==> src/rtl/pc_gen.sv <==
// pc_gen: program-counter stage of the NPC multicycle core.
// Holds the architectural PC and offers it to the IFU with a valid/ready
// handshake. It then waits for the fetched instruction to commit and
// loads the next PC. A CSR trap or return redirect takes priority over
// jalr, jal and branch targets.
// Optional feature macro: PC_MISALIGN_CHECK_EN. When it is defined,
// pc_misalign is a flag that records bit[1] of each committed target.
module pc_gen #(
  parameter int              XLEN     = 32,
  parameter logic [XLEN-1:0] RESET_PC = 32'h8000_0000
) (
  input  logic            clk,
  input  logic            rst,
  output logic [XLEN-1:0] pc,
  output logic            pc_valid,
  input  logic            pc_ready,
  input  logic            commit,
  input  logic            is_jal,
  input  logic            is_jalr,
  input  logic            is_branch,
  input  logic            br_taken,
  input  logic [XLEN-1:0] imm,
  input  logic [XLEN-1:0] rs1,
  input  logic            mpcWr,
  input  logic [XLEN-1:0] mretPc,
  output logic [31:0]     instr_cnt,
  output logic            pc_misalign
);

  typedef enum logic {
    S_ISSUE = 1'b0,
    S_WAIT  = 1'b1
  } state_t;

  state_t          state_q;
  logic [XLEN-1:0] pc_q;
  logic            pc_valid_q;
  logic [31:0]     instr_cnt_q;
  logic [XLEN-1:0] next_pc_d;
  logic [XLEN-1:0] jalr_sum;
  logic            commit_fire;

  // A commit only counts while the stage is waiting; a commit during
  // issue is ignored.
  assign commit_fire = (state_q == S_WAIT) && commit;
  assign jalr_sum    = rs1 + imm;

  // Select the next PC by priority: redirect, jalr, jal, taken branch,
  // then fall through. All adds wrap modulo 2^XLEN.
  always_comb begin
    next_pc_d = pc_q + XLEN'(4);
    if (mpcWr) begin
      next_pc_d = mretPc;
    end else if (is_jalr) begin
      next_pc_d = {jalr_sum[XLEN-1:1], 1'b0};
    end else if (is_jal) begin
      next_pc_d = pc_q + imm;
    end else if (is_branch && br_taken) begin
      next_pc_d = pc_q + imm;
    end
  end

  // Issue/wait FSM. pc_valid is raised one cycle after reset releases.
  always_ff @(posedge clk) begin
    if (rst) begin
      state_q     <= S_ISSUE;
      pc_q        <= RESET_PC;
      pc_valid_q  <= 1'b0;
      instr_cnt_q <= 32'd0;
    end else begin
      case (state_q)
        S_ISSUE: begin
          if (!pc_valid_q) begin
            pc_valid_q <= 1'b1;
          end else if (pc_ready) begin
            pc_valid_q <= 1'b0;
            state_q    <= S_WAIT;
          end
        end
        S_WAIT: begin
          if (commit_fire) begin
            pc_q        <= next_pc_d;
            instr_cnt_q <= instr_cnt_q + 32'd1;
            pc_valid_q  <= 1'b1;
            state_q     <= S_ISSUE;
          end
        end
        default: begin
          state_q    <= S_ISSUE;
          pc_valid_q <= 1'b0;
        end
      endcase
    end
  end

  assign pc        = pc_q;
  assign pc_valid  = pc_valid_q;
  assign instr_cnt = instr_cnt_q;

`ifdef PC_MISALIGN_CHECK_EN
  logic pc_misalign_q;

  // Record whether the committed target is halfword-aligned only. The
  // target is still loaded; trapping on it is the CSR path's job.
  always_ff @(posedge clk) begin
    if (rst) begin
      pc_misalign_q <= 1'b0;
    end else if (commit_fire) begin
      pc_misalign_q <= next_pc_d[1];
    end
  end

  assign pc_misalign = pc_misalign_q;
`else
  assign pc_misalign = 1'b0;
`endif

endmodule

==> config.mk <==
export PLATFORM = sky130hd
export DESIGN_NAME = pc_gen
export DESIGN_NICKNAME = d
export VERILOG_FILES = /design/src/rtl/pc_gen.sv
export SDC_FILE = /design/constraint.sdc
export NUM_CORES = 1
export LEC_CHECK = 0
export BUFFER_PORTS_ARGS = -buffer_cell sky130_fd_sc_hd__buf_4
export CORE_ASPECT_RATIO = 1.5
export CORE_MARGIN = 3
export CORE_UTILIZATION = 35
export DETAILED_ROUTE_END_ITERATION = 16
export GPL_TIMING_DRIVEN = 0
export SETUP_SLACK_MARGIN = 0.2
export SLEW_MARGIN = 15
export SYNTH_ARGS = -nofsm -noshare
export SYNTH_HDL_FRONTEND = slang
export SYNTH_SLANG_ARGS = --single-unit
==> constraint.sdc <==
create_clock -name clk -period 5.85 [get_ports clk]
set_input_delay 0.585 -clock clk [delete_from_list [all_inputs] [get_ports clk]]
set_output_delay 0.585 -clock clk [all_outputs]
set_load 0.02 [all_outputs]
# Word level (Yosys, flattened, before mapping)

Index checks and enable logic that the tools add are counted.

Bits in registers: 66
Output and inout bits: 66

$add $sub $neg: 4
Mux-type cells: 12
Bitwise operators: 1
Equality and inequality tests: 1
Reduce and logical (&&, ||, !) cells: 3

Operators with widths:

| cell                  | number |
|---|---|
| $mux 32               | 4 |
| $add 32x32->32        | 2 |
| $add 32x1->32 const B | 1 |
| $add 32x3->32 const B | 1 |
| $mux 1                | 6 |
| $pmux 1 s2            | 2 |
| $logic_and 1x1->1     | 2 |
| $ne 2x1->1 const B    | 1 |
| $reduce_and 2->1      | 1 |
| $not 1->1             | 1 |

# Logic depth before layout (Yosys ltp)

Gate-level depths: netlist of the first run.

Word-level depth: 5
Depth in mapped cells: 12
Mapped depth without buffers: 12

# Worst setup path after synthesis of the first run

OpenSTA, ideal clock, no wires.

Kind: input to register
From: input imm[8]
To: register pc_q[29], in the netlist pc[29]
Setup time: 0.117 ns
Arrival time: 2.773 ns
Required time: 5.733 ns
Path slack: 2.960 ns
Stages: 10
Buffers on the path: 0
Path through: ha_1 > a21oi_1 > o21ai_0 > or3_1 > o21ai_2 > or2_1 > a31oi_2 > and2_1 > or4_1 > a32o_1

Word-level cells in the longest chain between the ends: 5
Elaborated cells on any way between the ends: 6

RTL lines:

| element              | RTL line | source |
|---|---|---|
| from (decl)          | 22       | `input logic [XLEN-1:0] imm,` |
| $add 32x32->32       | 57, 59   |  |
| $mux 32              | 58       | `end else if (is_branch && br_taken) begin` |
| $mux 32              | 56       | `end else if (is_jal) begin` |
| $mux 32 *            | 54       | `end else if (is_jalr) begin` |
| $mux 32 *            | 52       | `if (mpcWr) begin` |
| to (signal assigned) | 82       | `pc_q <= next_pc_d;` |
| to (decl)            | 36       | `logic [XLEN-1:0] pc_q;` |

Mark *: on every way between the ends. The rest lies on a longest branch, timed or not.
A chain may end at the register's enable or synchronous reset.

# Worst setup path after layout of the first run

From: register pc_q[0], in the netlist pc[0]
To: register pc_q[24], in the netlist pc[24]

Word-level cells in the longest chain between the ends: 5
Elaborated cells on any way between the ends: 6

RTL lines:

| element                                                | RTL line |
|---|---|
| $add 32x3->32 / $add 32x32->32 (equally long branches) | 51, 57, 59 |
| $mux 32                                                | 58 |
| $mux 32 *                                              | 56 |
| $mux 32 *                                              | 54 |
| $mux 32 *                                              | 52 |

Marks and branches as above.

==> impl_metrics.yaml, run 1 <==
die:
  placeable_area_um2: 19860
  die_width_um: 122.3
  overall_die_height_um: 180.4
  row_count: 63
  io_pins: 171
  fp.dieArea_um2: 22070
  initial_core_utilization_pct: 35.75
timing:
  maxSlewHeadroom_pct: 46.59
  final_hold_viol_count: 0
  setup_viol_count_final: 0
  post_route_worst_setup_slack_ns: 2.589
  clock_skew_ns: 0.01102
  timing.hold.ws_ns: 0.4956
  fmaxAchievable_mhz: 306.7
  min_period_ns: 3.261
  rsz0062_at_grt: "false"
  slew_viol_final: 0
  min_period_over_period_pct: 55.74
  timing_worst_slew_pin_value_ns: 0.7969
  setup_total_negative_slack_ns: 0
routing:
  drc: 0
  detailroute.via_count: 8003
  viasPerCell: 5.680
  met3WireLength_um: 1565
  antenna_left: 0
  wl_met1_um: 10530
  detailedRoute.firstPassIterationCount: 5
  detail_route.iter0.violations: 552
  top_layer: "met4"
  detailroute.wirelength.met2_um: 13550
  drt-wirelength-per-cell_um: 19.04
  routed_wirelength_um: 26830
logic_synthesis:
  synth_sequential_area_ratio_pct: 18.61
  postSynth.topFlopCell: "sky130_fd_sc_hd__dfxtp_1"
  asyncSetResetFlopFracSynth_pct: 0
  ys_seq_elements: 66
  syn_avg_cell_area_um2: 7.350
  synth_edf_count: 0
  post_synth_net_total: 1136
  synthDistinctLibCells: 76
  summed_instance_area_of_the_synthesized_netlist_um2: 7101
  synth_warnings: 0
  synth_cells: 966
clock_network:
  cts.clk_slew.worst_paths_ns: 0.07
  worstSkewPairLatency_ns: 0.34
  clk_root_buffer_cell: "sky130_fd_sc_hd__clkbuf_16"
  clkSinkCount: 66
  number_of_buffers_created_by_cts: 9
  ctsHoldBuffers: 0
  setup_fix_bufs_post_cts: 0
  cts_tree: "done"
  cts_resized: 0
  cts_buffer_depth: 2
  cts.htree.levels: 3
setup_path:
  timing.critical_path.fanout_max: 5
  top_cell_by_count_worst_path: "sky130_fd_sc_hd__o21ai_0"
  worst_path_dominant_cell_family: "compound AO/OA/AOI/OAI gates"
  setup.worst_path.start_class: "flip-flop"
  critPathArrivalTime_ns: 3.48
  critPathRequiredTime_ns: 6.07
  path_class: "flip-flop to flip-flop"
  critical-path-slowest-cell: "sky130_fd_sc_hd__fa_1"
  crit_chain: "ha_1, inv_1, fa_1, nand2b_1, a21oi_1, o2111ai_1, and2_1, o21ai_0, nand4_1, mux2i_1, o21ai_0, a31oi_1"
  crit_path_max_incr_delay_ns: 0.39
  crit_path_end_kind: "flip-flop"
  worstPathBufferInverterCount: 1
grt:
  grt_max_degree: 15
  overflow: 0
  grt_util_all_layers_pct: 23.65
  grt_pass1_vias: 7688
  antenna_found_initial: 0
  grt_pass1_wl_um: 41060
min_path:
  holdCritPathClass: "flip-flop to flip-flop"
power_and_ir_drop:
  power.ir.vdd_worst_v: 0.0001274
  powerDensity_nw_per_um2: 168.6
  static-leakage-power_nw: 3.825
  power_mw: 1.513
placed_design:
  gp_routability_congestion: 0.9156
  place.detailed.instances: 1393
  io_buffer_count: 167
  placed_area_um2: 8680
  dp_slack_ns: 2.319
  hpwl_after_dpl_um: 21700
finish:
  utilization_pct: 45.16
  post_synthesis_to_final_layout_area_growth_pct: 26.33
  instances_no_fill: 1409
  final_layout_size_suffix_gt1_share_pct: 18.28
  diodes: 0
  finish.instance_area_um2: 8970
  final_net_count: 1314
status:
  status: "finished, final reports clean"
run:
  max-cap-violations: 0
-- path summary, 6_finish.rpt --
kind,startpoint,end,slack (ns),depth (start not counted)
max,pc[0],pc[24],2.59,12
min,instr_cnt[1],instr_cnt[1],0.50,2
max reg2reg,pc[0],pc[24],2.59,12
min reg2reg,instr_cnt[1],instr_cnt[1],0.50,2
-- state kept, by name, indices dropped and copies added (netlist names) --
name       flops
pc_valid       1
instr_cnt     32
state_q        1
pc            32
-- cell usage after synthesis, drive strengths merged (7+ instances only) --
cell / count / area [um^2]
a211oi: 29 / 222.7
nor2b: 7 / 43.79
o21ai: 72 / 364.1
xnor2: 44 / 385.4
clkbuf: 35 / 131.4
a31oi: 12 / 87.58
dfxtp: 66 / 1321
and3: 20 / 125.1
buf: 9 / 41.29
inv: 18 / 67.56
xor2: 54 / 473.0
o211ai: 15 / 117.6
o221ai: 7 / 61.31
or3: 15 / 93.84
a21oi: 87 / 439.2
and2: 8 / 50.05
nand4: 16 / 106.4
nand3: 40 / 205.2
nand2b: 17 / 106.4
nor2: 93 / 356.6
nor3: 16 / 85.08
ha: 63 / 788.3
nand2: 101 / 379.1
a21o: 30 / 225.2
-- final cells by class --
class / count / area [um^2]
Sequential cell: 66 / 1321
Inverter: 19 / 71.32
Clock inverter: 7 / 60.06
Tap cell: 260 / 325.3
Clock buffer: 9 / 225.2
Timing Repair Buffer: 167 / 1254
Fill cell: 2120 / 10890
Buffer: 44 / 172.7
Multi-Input combinational cell: 837 / 5540
-- report_power, final --
part | total [mW] | leakage (nW) | switching [mW] | internal, mW
sequential | 0.476 | 0.533 | 0.0176 | 0.458
clock | 0.540 | 0.131 | 0.245 | 0.295
combinational | 0.497 | 3.16 | 0.289 | 0.209
-- cells by family after synthesis --
family                   share of synthesized area (%)
adder cells (fa/ha/maj)                          11.67
other                                          0.05281
XOR/XNOR                                         12.09
flip-flops                                       18.61
multiplexers                                     1.233
buffers and inverters                            3.436
AND/OR/NAND/NOR                                  23.67
AO/OA/AOI/OAI                                    29.25
-- cells in the final DEF, fill, tap and decap left out, drive strengths merged, types with 16 or more instances in the layout --
cell    synthesis  final
nor3           16     16
nand2b         17     17
buf             9    176
ha             63     63
nand2         101    101
a211oi         29     29
nor2           93     93
o21ai          72     72
nand3          40     40
clkbuf         35     44
a21o           30     30
a21oi          87     87
xor2           54     54
xnor2          44     44
dfxtp          66     66
and3           20     20
nand4          16     16
inv            18     22
-- per-layer routing --
metal  GRT usage (%)  up-vias
met5               0        -
met4           10.76        0
met3           2.575       66
met2           42.27      312
met1           27.79     3698
li1                -     3927
-- worst min-delay path, stage by stage (launching register included) --
cell	delay (ns)
sky130_fd_sc_hd__dfxtp_1	0.34
sky130_fd_sc_hd__nand2_1	0.06
sky130_fd_sc_hd__a21oi_1	0.05
Note: power is estimated with default switching activity, not from simulation.
==> inputs of run 2 (changes only) <==
==> constraint.sdc (replaced) <==
create_clock -name clk -period 3.1 [get_ports clk]
set_input_delay 0.31 -clock clk [delete_from_list [all_inputs] [get_ports clk]]
set_output_delay 0.31 -clock clk [all_outputs]
set_load 0.02 [all_outputs]
==> run 2 against run 1 <==
Utilization increased by 0.93 points. Non-clock buffer count rose by 4. Global-route usage is essentially flat. Highest routed layer unchanged.
==> impl_metrics.yaml, run 2 (synthesis results as in run 1) <==
finish:
  sequential_cell_area_um2: 1344
  diodes: 0
  final.fill_count: 2097
  post_synthesis_to_final_layout_area_growth_pct: 28.93
  layout_common_cells: "172 x sky130_fd_sc_hd__buf_4, 98 x sky130_fd_sc_hd__nand2_1, 90 x sky130_fd_sc_hd__nor2_1, 82 x sky130_fd_sc_hd__a21oi_1, 65 x sky130_fd_sc_hd__o21ai_0"
  multi_input_combinational_cell_area_um2: 5670
  finish.instance_area_um2: 9155
  utilization_pct: 46.09
  instances_no_fill: 1413
  mostFrequentLayoutCell: "sky130_fd_sc_hd__buf_4"
  final_net_count: 1318
  final_layout_size_suffix_gt1_share_pct: 21.77
setup_path:
  critPathRequiredTime_ns: 3.36
  crit_path_end_kind: "flip-flop"
  setup.worst_path.start_class: "flip-flop"
  path_class: "flip-flop to flip-flop"
  worst_setup_slack_for_register_to_register_paths_ns: 0.27
  critPathArrivalTime_ns: 3.08
  timing.critical_path.fanout_max: 6
power_and_ir_drop:
  p_int_mw: 1.826
  combinationalPowerShare_pct: 33.4
  power_mw: 2.884
  power.ir.vdd_worst_v: 0.0002422
  netSwitchingPower_mw: 1.058
  swShare_pct: 36.69
  seq_power_share_pct: 31.1
  static-leakage-power_nw: 3.893
  clock_power_share_pct: 35.5
  powerDensity_nw_per_um2: 315.0
clock_network:
  cts_buffer_depth: 2
  clk_root_buffer_cell: "sky130_fd_sc_hd__clkbuf_16"
  worstSkewPairLatency_ns: 0.34
  clkSinkCount: 66
  cts.clk_slew.worst_paths_ns: 0.07
  cts_tree: "done"
  cts.htree.levels: 3
  number_of_buffers_created_by_cts: 9
placed_design:
  hpwl_after_dpl_um: 21700
  io_buffer_count: 167
  gp_routability_congestion: 0.9156
  placed_area_um2: 8680
  place.detailed.instances: 1393
  dp_slack_ns: -0.1561
timing:
  post_route_worst_setup_slack_ns: 0.2733
  clock_skew_ns: 0.008842
  min_period_over_period_pct: 91.18
  timing_worst_slew_pin_value_ns: 0.8361
  min_period_ns: 2.827
  rsz0062_at_grt: "false"
  final_hold_viol_count: 0
  setup_total_negative_slack_ns: 0
  timing.hold.ws_ns: 0.2702
  slew_viol_final: 0
  maxSlewHeadroom_pct: 44.26
  fmaxAchievable_mhz: 353.8
  setup_viol_count_final: 0
grt:
  antenna_found_initial: 0
  grt_util_all_layers_pct: 23.68
  overflow: 0
  grt_max_degree: 15
  grt_pass1_wl_um: 41120
  grt_pass1_vias: 7700
die:
  overall_die_height_um: 180.4
  io_pins: 171
  placeable_area_um2: 19860
  fp.dieArea_um2: 22070
  row_count: 63
  die_width_um: 122.3
  initial_core_utilization_pct: 35.75
routing:
  antenna_left: 0
  viasPerCell: 5.694
  detailedRoute.firstPassIterationCount: 5
  routed_wirelength_um: 26940
  detailroute.via_count: 8045
  drc: 0
  drt-wirelength-per-cell_um: 19.06
  detail_route.iter0.violations: 654
run:
  max-cap-violations: 0
status:
  status: "finished, final reports clean"
min_path:
  holdCritPathClass: "input pin to flip-flop"
==> run 2: changes by cell type in the layout (fill, tap and decap cells not counted), moves of 3 or more <==
cell / before / now
sky130_fd_sc_hd__o21ai_0: 70 / 65
sky130_fd_sc_hd__buf_4: 168 / 172
sky130_fd_sc_hd__dfxtp_2: 0 / 12
sky130_fd_sc_hd__a21oi_2: 1 / 4
sky130_fd_sc_hd__a21oi_1: 86 / 82
sky130_fd_sc_hd__ha_1: 63 / 59
sky130_fd_sc_hd__nand2_1: 101 / 98
sky130_fd_sc_hd__dfxtp_1: 66 / 52
sky130_fd_sc_hd__o21ai_1: 1 / 5
sky130_fd_sc_hd__ha_2: 0 / 3
sky130_fd_sc_hd__nand2_2: 0 / 3
==> run 2: cell type report <==
class	instances	area share, %
repair buffers	171	14.02
well taps	260	3.553
inverters	19	0.7790
clock inverters	7	0.6560
flip-flops and latches	66	14.68
multi-input cells	837	61.94
plain buffers	44	1.913
clock buffers	9	2.460
==> run 2: path summary, 6_finish.rpt <==
check / start / to / depth (start not counted)
max: pc[7] / pc[30] / 9
max reg2reg: pc[7] / pc[30] / 9
min: commit / state_q / 3
min reg2reg: instr_cnt[1] / instr_cnt[1] / 2
==> run 2: power groups by stage <==
stage / clock network (mW) / registers (mW) / logic, mW
2_1_floorplan: 0 / 0.925 / 0.571
3_3_place_gp: 0 / 0.917 / 0.924
3_5_place_dp: 0 / 0.916 / 0.926
4_1_cts: 1.02 / 0.898 / 0.936
5_1_grt: 1.06 / 0.900 / 1.05
6_report: 1.02 / 0.898 / 0.962
==> run 2: routing by layer <==
layer	GRT usage, %	up-vias	part of all wire [%]
met1	27.82	3710	40
li1	-	3941	-
met3	2.544	63	5.5
met4	10.49	0	4.6
met5	0	-	0
met2	42.49	331	50
==> run 2: repair_timing <==
action	in CTS	in global routing
pin swaps	1	9
setup buffers	0	4
hold buffers	0	0
endpoints found under the setup margin	8	15
gates resized for setup	9	41
==> run 2: critical path, cell delays in order, from the launching register on <==
cell	delay [ns]
sky130_fd_sc_hd__dfxtp_4	0.37
sky130_fd_sc_hd__ha_4	0.26
sky130_fd_sc_hd__a2111o_1	0.42
sky130_fd_sc_hd__o2111ai_2	0.25
sky130_fd_sc_hd__nand2_2	0.12
sky130_fd_sc_hd__a21o_1	0.23
sky130_fd_sc_hd__o41a_1	0.42
sky130_fd_sc_hd__xnor2_1	0.15
sky130_fd_sc_hd__a2111o_1	0.42
sky130_fd_sc_hd__o32ai_2	0.09
